[src/rtl/elev_pkg.sv]
// Shared definitions for the elevator dispatcher: floor sizing, dispatcher
// state encoding and the 50 MHz board timing constants.
package elev_pkg;

    localparam int          NUM_FLOORS            = 4;
    localparam int          FLOOR_W               = 2;
    localparam int          CLK_HZ                = 50_000_000;
    localparam int          MOVE_PULSE_CYCLES     = 4;
    localparam int unsigned ARRIVE_TIMEOUT_CYCLES = 200_000_000;

    typedef logic [FLOOR_W-1:0] floor_t;

    typedef enum logic [1:0] {
        ST_IDLE,
        ST_SELECT,
        ST_ISSUE,
        ST_WAIT
    } dispState_e;

    typedef struct packed {
        logic   valid;
        floor_t floor;
        logic   dirUp;
    } sel_t;

endpackage

[src/rtl/call_sync_edge.sv]
// Two-flop synchroniser for one raw call button followed by a single-cycle
// rising-edge pulse, so a held button registers exactly one call.
module call_sync_edge (
    input  logic clk,
    input  logic rst_n,
    input  logic btn_i,
    output logic rise_o
);

    logic meta_q;
    logic sync_q;
    logic prev_q;

    always_ff @(posedge clk or negedge rst_n) begin
        if (!rst_n) begin
            meta_q <= 1'b0;
            sync_q <= 1'b0;
            prev_q <= 1'b0;
        end else begin
            meta_q <= btn_i;
            sync_q <= meta_q;
            prev_q <= sync_q;
        end
    end

    assign rise_o = sync_q & ~prev_q;

endmodule

[src/rtl/elevator_call_dispatcher.sv]
// Collects floor calls, picks the next target with a SCAN policy, issues the
// new_floor/move request to the car controller and waits for arrival.
module elevator_call_dispatcher
    import elev_pkg::*;
#(
    parameter int          MOVE_PULSE     = MOVE_PULSE_CYCLES,
    parameter int unsigned ARRIVE_TIMEOUT = ARRIVE_TIMEOUT_CYCLES
) (
    input  logic                  clk,
    input  logic                  rst_n,
    input  logic [NUM_FLOORS-1:0] call_btn_i,
    input  floor_t                curr_floor_i,
    input  logic                  car_idle_i,
    output floor_t                new_floor_o,
    output logic                  move_o,
    output logic [NUM_FLOORS-1:0] pending_o,
    output logic                  busy_o,
    output logic                  fault_o
);

    localparam logic [31:0] TIMEOUT_LAST = 32'(ARRIVE_TIMEOUT - 1);
    localparam logic [31:0] PULSE_LAST   = 32'(MOVE_PULSE);

    dispState_e            state_q, state_d;
    floor_t                newFloor_q, newFloor_d;
    logic                  dirUp_q, dirUp_d;
    logic                  fault_q, fault_d;
    logic [NUM_FLOORS-1:0] pending_q, pending_d;
    logic [31:0]           cnt_q, cnt_d;

    logic [NUM_FLOORS-1:0] rise;
    logic [NUM_FLOORS-1:0] clearMask;
    logic [NUM_FLOORS-1:0] pendLive;
    sel_t                  sel;

    for (genvar g = 0; g < NUM_FLOORS; g++) begin : gSync
        call_sync_edge uSync (
            .clk    (clk),
            .rst_n  (rst_n),
            .btn_i  (call_btn_i[g]),
            .rise_o (rise[g])
        );
    end

    // Nearest pending floor ahead in the current direction, else reverse.
    function automatic sel_t selectTarget(input logic [NUM_FLOORS-1:0] pend,
                                          input floor_t curr, input logic dirUp);
        sel_t   res;
        logic   haveAbove, haveBelow;
        floor_t above, below;
        res       = '0;
        res.dirUp = dirUp;
        haveAbove = 1'b0;
        haveBelow = 1'b0;
        above     = '0;
        below     = '0;
        for (int f = NUM_FLOORS - 1; f >= 0; f--) begin
            if (pend[f] && (floor_t'(f) > curr)) begin
                haveAbove = 1'b1;
                above     = floor_t'(f);
            end
        end
        for (int f = 0; f < NUM_FLOORS; f++) begin
            if (pend[f] && (floor_t'(f) < curr)) begin
                haveBelow = 1'b1;
                below     = floor_t'(f);
            end
        end
        if (dirUp ? haveAbove : !haveBelow) begin
            res.valid = haveAbove;
            res.floor = above;
            res.dirUp = haveAbove ? 1'b1 : dirUp;
        end else begin
            res.valid = haveBelow;
            res.floor = below;
            res.dirUp = 1'b0;
        end
        return res;
    endfunction

    always_comb begin
        clearMask = '0;
        if (car_idle_i) clearMask[curr_floor_i] = 1'b1;
        pendLive   = pending_q & ~clearMask;
        pending_d  = (pending_q | rise) & ~clearMask;
        sel        = selectTarget(pendLive, curr_floor_i, dirUp_q);
        state_d    = state_q;
        newFloor_d = newFloor_q;
        dirUp_d    = dirUp_q;
        fault_d    = fault_q;
        cnt_d      = '0;
        unique case (state_q)
            ST_IDLE: begin
                if (|pendLive) state_d = ST_SELECT;
            end
            ST_SELECT: begin
                if (sel.valid) begin
                    newFloor_d = sel.floor;
                    dirUp_d    = sel.dirUp;
                    state_d    = ST_ISSUE;
                end else begin
                    state_d = ST_IDLE;
                end
            end
            ST_ISSUE: begin
                if (cnt_q >= PULSE_LAST) state_d = ST_WAIT;
                else                     cnt_d   = cnt_q + 32'd1;
            end
            ST_WAIT: begin
                if (car_idle_i && (curr_floor_i == newFloor_q)) begin
                    state_d = ST_IDLE;
                end else if (cnt_q >= TIMEOUT_LAST) begin
                    fault_d = 1'b1;
                    state_d = ST_IDLE;
                end else begin
                    cnt_d = (cnt_q == 32'hFFFF_FFFF) ? cnt_q : cnt_q + 32'd1;
                end
            end
            default: state_d = ST_IDLE;
        endcase
    end

    always_ff @(posedge clk or negedge rst_n) begin
        if (!rst_n) begin
            state_q    <= ST_IDLE;
            newFloor_q <= '0;
            dirUp_q    <= 1'b1;
            fault_q    <= 1'b0;
            pending_q  <= '0;
            cnt_q      <= '0;
        end else begin
            state_q    <= state_d;
            newFloor_q <= newFloor_d;
            dirUp_q    <= dirUp_d;
            fault_q    <= fault_d;
            pending_q  <= pending_d;
            cnt_q      <= cnt_d;
        end
    end

    // First ISSUE cycle is the new_floor setup cycle, so move starts one later.
    assign move_o      = (state_q == ST_ISSUE) && (cnt_q != '0);
    assign busy_o      = (state_q == ST_ISSUE) || (state_q == ST_WAIT);
    assign new_floor_o = newFloor_q;
    assign pending_o   = pending_q;
    assign fault_o     = fault_q;

endmodule

[config.mk]
export PLATFORM = sky130hd
export DESIGN_NAME = elevator_call_dispatcher
export DESIGN_NICKNAME = d
export VERILOG_FILES = /design/src/rtl/elev_pkg.sv /design/src/rtl/call_sync_edge.sv /design/src/rtl/elevator_call_dispatcher.sv
export SDC_FILE = /design/constraint.sdc
export NUM_CORES = 1
export LEC_CHECK = 0
export ABC_CLOCK_PERIOD_IN_PS = 2400
export CAP_MARGIN = 15
export CORE_ASPECT_RATIO = 0.9
export CORE_MARGIN = 2
export CORE_UTILIZATION = 55
export CTS_CLUSTER_SIZE = 12
export DETAILED_ROUTE_END_ITERATION = 6
export PLACE_DENSITY = 0.75
export SLEW_MARGIN = 25
export SYNTH_ARGS = -nofsm -noshare
export SYNTH_HDL_FRONTEND = slang
export SYNTH_SLANG_ARGS = --single-unit
[constraint.sdc]
create_clock -name clk -period 2.4 [get_ports clk]
set_input_delay 0.48 -clock clk [delete_from_list [all_inputs] [get_ports clk]]
set_output_delay 0.48 -clock clk [all_outputs]
set_load 0.1 [all_outputs]
# == Word level (Yosys, flattened, before mapping) ==
# Cells that the tools add are included.
# Widths: inputs -> output; s select.
# op_classes
addsub,1
n_lt_le_gt_ge,12
n_eq_ne,10
mux,32
bitwise_logic,13
n_reduce_logical,20
# op_table
operator,n
$mux 32,4
$pmux 32 s2,1
$add 32x1->32 const B,1
$eq 32x32->1 const B,1
$ge 32x28->1 const B,1
$ge 32x3->1 const B,1
$reduce_bool 32->1,1
$mux 2,11
$mux 1,12
$logic_and 1x1->1,11
$reduce_and 3->1,3
$and 4x4->4,2
$mux 4,2
$pmux 2 s4,1
$not 1->1,5
$and 1x1->1,4
$eq 2x2->1 const B,2
$gt 1x2->1 const A,2
$gt 2x2->1 const A,2
$lt 1x2->1 const A,2
$lt 2x2->1 const A,2
$ne 2x2->1 const B,2
$ne 4x4->1 const B,1
$not 4->4,1
13 further kinds,13
# totals
reg_bits,54
inputBits,9
output_inout_bits,9
wordCells,106

# == Depth between registers and ports, before layout ==
# logic_depth
word_depth,17
depth_mapped,9
mapped_depth_nobuf,6

# == Hierarchy ==
# Synthesis repeated with hierarchy kept, for this count alone.
# unflattened
cells_unflattened,255
hier_area_um2,2685.1
# modules_own_cells
mod,instances,cells_each,area_per_inst_um2,seq_area_each_um2
elevator_call_dispatcher,1,239,2329.7,1052.3
call_sync_edge,4,4,88.8,75.1

# == Worst setup path before layout ==
# Ideal clock, no wire load.
# synth_timing
path_kind,reg2out
from,register cnt_q[22]
to,output port move_o
arrival_ps,2307
required_ps,1920
slack_ps,-387
stages_incl_launch_ff,7
path_buffers,1
cell_sequence,dfrtp_1 > clkbuf_1 > nor4_1 > nand3_1 > or4_4 > nor2_1 > a21oi_1
# synth_between
elab_chain_len,2
# synth_lines
element,line_no,text
from (decl),elevator_call_dispatcher.sv:29,"logic [31:0] cnt_q, cnt_d;"
from (signal assigned),elevator_call_dispatcher.sv:137,cnt_q <= cnt_d;
$reduce_bool 32->1,elevator_call_dispatcher.sv:142,assign move_o = (state_q == ST_ISSUE) && (cnt_q != '0);
$logic_and 1x1->1,elevator_call_dispatcher.sv:142,
to (decl),elevator_call_dispatcher.sv:15,"output logic move_o,"
# Every way passes these cells.

# == Final worst setup path ==
# layout_timing
from,register cnt_q[28]
to,output port move_o
# Same word-level chain as after synthesis.

==> results.md <==
* CP Data Required Time at about 1.9 ns
* H-tree Lvls at 2
* Area of the multi-input gates at around 1300 um^2
* Critical path type: register to output pin
* Setup Viol. Count Final at 1
* Via density at 5.63
* Violated checks: negative setup slack
* Full die area at around 5400 um^2
* Clock sink total at between 50 and 60
* Final Max Slew Viols at 0
* Residual antenna-violating net count after detailed routing at 0
* Setup ws final at -0.127 ns
* Period minus WS final at between 2 and 3 ns
* Worst skew pair latency at 0.31 ns
* First-pass GRT wire length at 9.42 mm
* Yosys warnings at 0
* DRT Wirelength at around 5.3 mm
* Slew HR at between 50% and 60%
* Reg power frac at a little under half
* Slew @ Worst Pin at between 0.6 and 0.7 ns
* Ys flop type: dfrtp_1
* Internal power at roughly 1.4 mW
* Status: finished with violations
* Async SR Flop Fraction at between 90% and 100%
* FF-to-FF setup slack at around 0.10 ns
* Grt ovf at 0
* Setup tns final at -0.127 ns
* Core area at ~4500 um^2
* FF-to-FF End: cnt_q[1]
* Leakage at between 1 and 1.5 nW
* Register Area at 1350 um^2
* Die width at ~77 um
* Post-synth top area cell: dfrtp_1
* Maxcap violations at 0
* Top cells by area, synth: dfrtp_1 50%, xnor2_1 4.6%, xor2_1 4.3%, nor2_1 4.0%, nor2_4 3.8%
* CTS tree: done
* Initial Util at between 50% and 60%
* Placer congestion estimate at 0.897
* Crit. End Element: output pin
* Combinational share of power at between 20% and 30%
* Clk pin slew, worst setup/hold paths at 0.10 ns
* Clk root buf: clkbuf_8
* Hold crit path type: primary input to asynchronous set/reset pin
* Std-Cell Rows at 23
* Final hold viol count at 0
* Port buffer count at 17
* Sequential cell area fraction in the yosys report at about half
* FF-to-FF path depth at 8
* Worst clock skew at between 0.01 and 0.015 ns
* CP Data Arrival Time at 2.05 ns
* Avg Cell Area, Syn at approximately 10 um^2
* Vias at a little over 2,000
* Number of synthesized flops with an enable pin at 0
* Filler cell count at 358
* Total Power at about 2.3 mW
* Vias in the first global route at 2,017
* Final period util at 105%
* Ant diodes at 0
* Clk pwr share at roughly a quarter
* Share of the synthesized area in the top cell type at roughly half
* Post-route DRC violation count at 0
* Switch share at about two fifths
* All-Layer GR Usage at a little over a fifth
* Reg-to-Reg Start: cnt_q[28]
* Final HPWL DP at around 3.8 mm
* Synth cell types at 42
* PwrDens at roughly 710 nW/um^2
* Layout cells sized above 1 at between 20% and 30%
* Post-Synthesis Cell Area at about 2700 um^2
* Drt first pass iters at 4
* Setup WS pre-CTS at between 0.05 and 0.06 ns
* Final net count at 312
* Layout area overhead at 19.3%
* Largest net degree at the start of global routing at 29
* Post-synthesis register bit count at 54
* Initial detailed-routing violation count at 161
* Initial antenna violation count at 0
* Net switching power at between 0.8 and 0.9 mW
* Critical path peak fanout at 2
* Clock buffer depth at 2
* CTS Buf Count at 5
* Synth Instances at 263
* Ports at 18
* Wire per inst at about 14 um
* Max IR drop VDD at approximately 0.58 mV
* Crit start category: register
* Worst Hold Slack at 0.162 ns
* FMAX at ~400 MHz
* RSZ-0062 raised after global routing: yes
* Die Ht at 70.0 um
## sequential cells by signal, indices dropped and copies added, names as in the netlist, named ones only
register / flops
cnt_q: 32
gSync.uSync.meta_q: 4
gSync.uSync.prev_q: 4
gSync.uSync.sync_q: 4
pending_o: 4
new_floor_o: 2
dirUp_q: 1
fault_o: 1
state_q: 1
## cells by family (layout without fill, tap and decap cells)
logic type,after synthesis,after routing,synth area share [%]
simple gates,115,115,24.7
flops,54,54,50.9
compound gates,41,41,10.0
xor+xnor,27,27,8.89
buf+inv,23,59,4.47
fa+ha+maj,2,2,0.941
other cells,1,4,0.141
## cell usage after synthesis, types with 3 or more instances
cell type / instances
inv_1: 11
a21oi_1: 10
o21ai_0: 8
nand4_1: 9
and4_1: 4
nor2_1: 28
nand2b_1: 3
nand3_1: 12
dfrtp_1: 53
nor2b_1: 3
and3_1: 7
a31oi_1: 7
nand2_1: 16
xnor2_1: 14
clkbuf_1: 8
nor2_4: 9
xor2_1: 13
nor4_1: 8
nor3_1: 10
## worst max-delay path, stage by stage, from the launching register on
cell and delay (ns):
dfrtp_1 0.39, nor4_2 0.28, buf_4 0.16, nand2_1 0.06
or4_4 0.52, nor2_4 0.10, a21oi_2 0.07, buf_12 0.17
## power groups by stage
stage / Clock, mW / Sequential [mW] / Combinational [mW]
2_1_floorplan: 0 / 1.22 / 0.333
3_3_place_gp: 0 / 1.07 / 0.661
3_5_place_dp: 0 / 1.07 / 0.668
4_1_cts: 0.540 / 1.05 / 0.673
5_1_grt: 0.580 / 1.07 / 0.717
6_report: 0.529 / 1.06 / 0.671
## per-stage QoR
stage / utilization [%] / cell area (um^2) / cells
final: 69.8 / 3170 / 364
after global routing: 69.8 / 3170 / 364
after CTS: 69.5 / 3160 / 364
after detailed placement: 66.2 / 3010 / 354
after global placement: 66.2 / 3010 / 354
after floorplan: - / 2670 / 266
## area by class of cell
type / count / area share [%]
multi-input cells: 189 / 39.4
clock inverters: 3 / 0.828
repair buffers: 40 / 11.1
well taps: 62 / 2.45
clock buffers: 5 / 2.17
inverters: 11 / 1.30
flip-flops and latches: 54 / 42.7
## worst max path at each step
| stage | startpoint | to | slack [ns] | cells after the start |
|---|---|---|---|---|
| CTS | cnt_q[13] | move_o | -0.12 | 5 |
| global placement | cnt_q[7] | move_o | 0.03 | 6 |
| floorplan | cnt_q[13] | move_o | 0.07 | 4 |
| detailed placement | cnt_q[10] | move_o | 0.06 | 5 |
| finish | cnt_q[28] | move_o | -0.13 | 7 |
| global route | cnt_q[28] | move_o | -0.21 | 7 |
## per-layer routing
metal	share of wire (%)	vias to the layer above	wire length (um)	GRT usage (%)
li1	-	997	-	-
met1	47	983	2470	31.0
met3	5.0	5	264	3.88
met5	0	-	0	0
met4	0.80	0	42	4.76
met2	47	63	2480	34.1
## cells in the final DEF (no fill, tap or decap), drive strengths merged, types with 9 or more instances in the layout
cell type / instances
a21oi: 10
buf: 33
dfrtp: 53
inv: 13
nand2: 16
nand3: 12
nand4: 9
nor2: 38
nor3: 10
xnor2: 14
xor2: 13
## repair_timing
item | in CTS | in global routing
pin swaps | 5 | 0
hold buffers | 0 | 0
buffers inserted | 3 | 0
endpoints found under the setup margin | 1 | 8
gates resized for setup | 7 | 2
(Power assumes the default switching activity.)
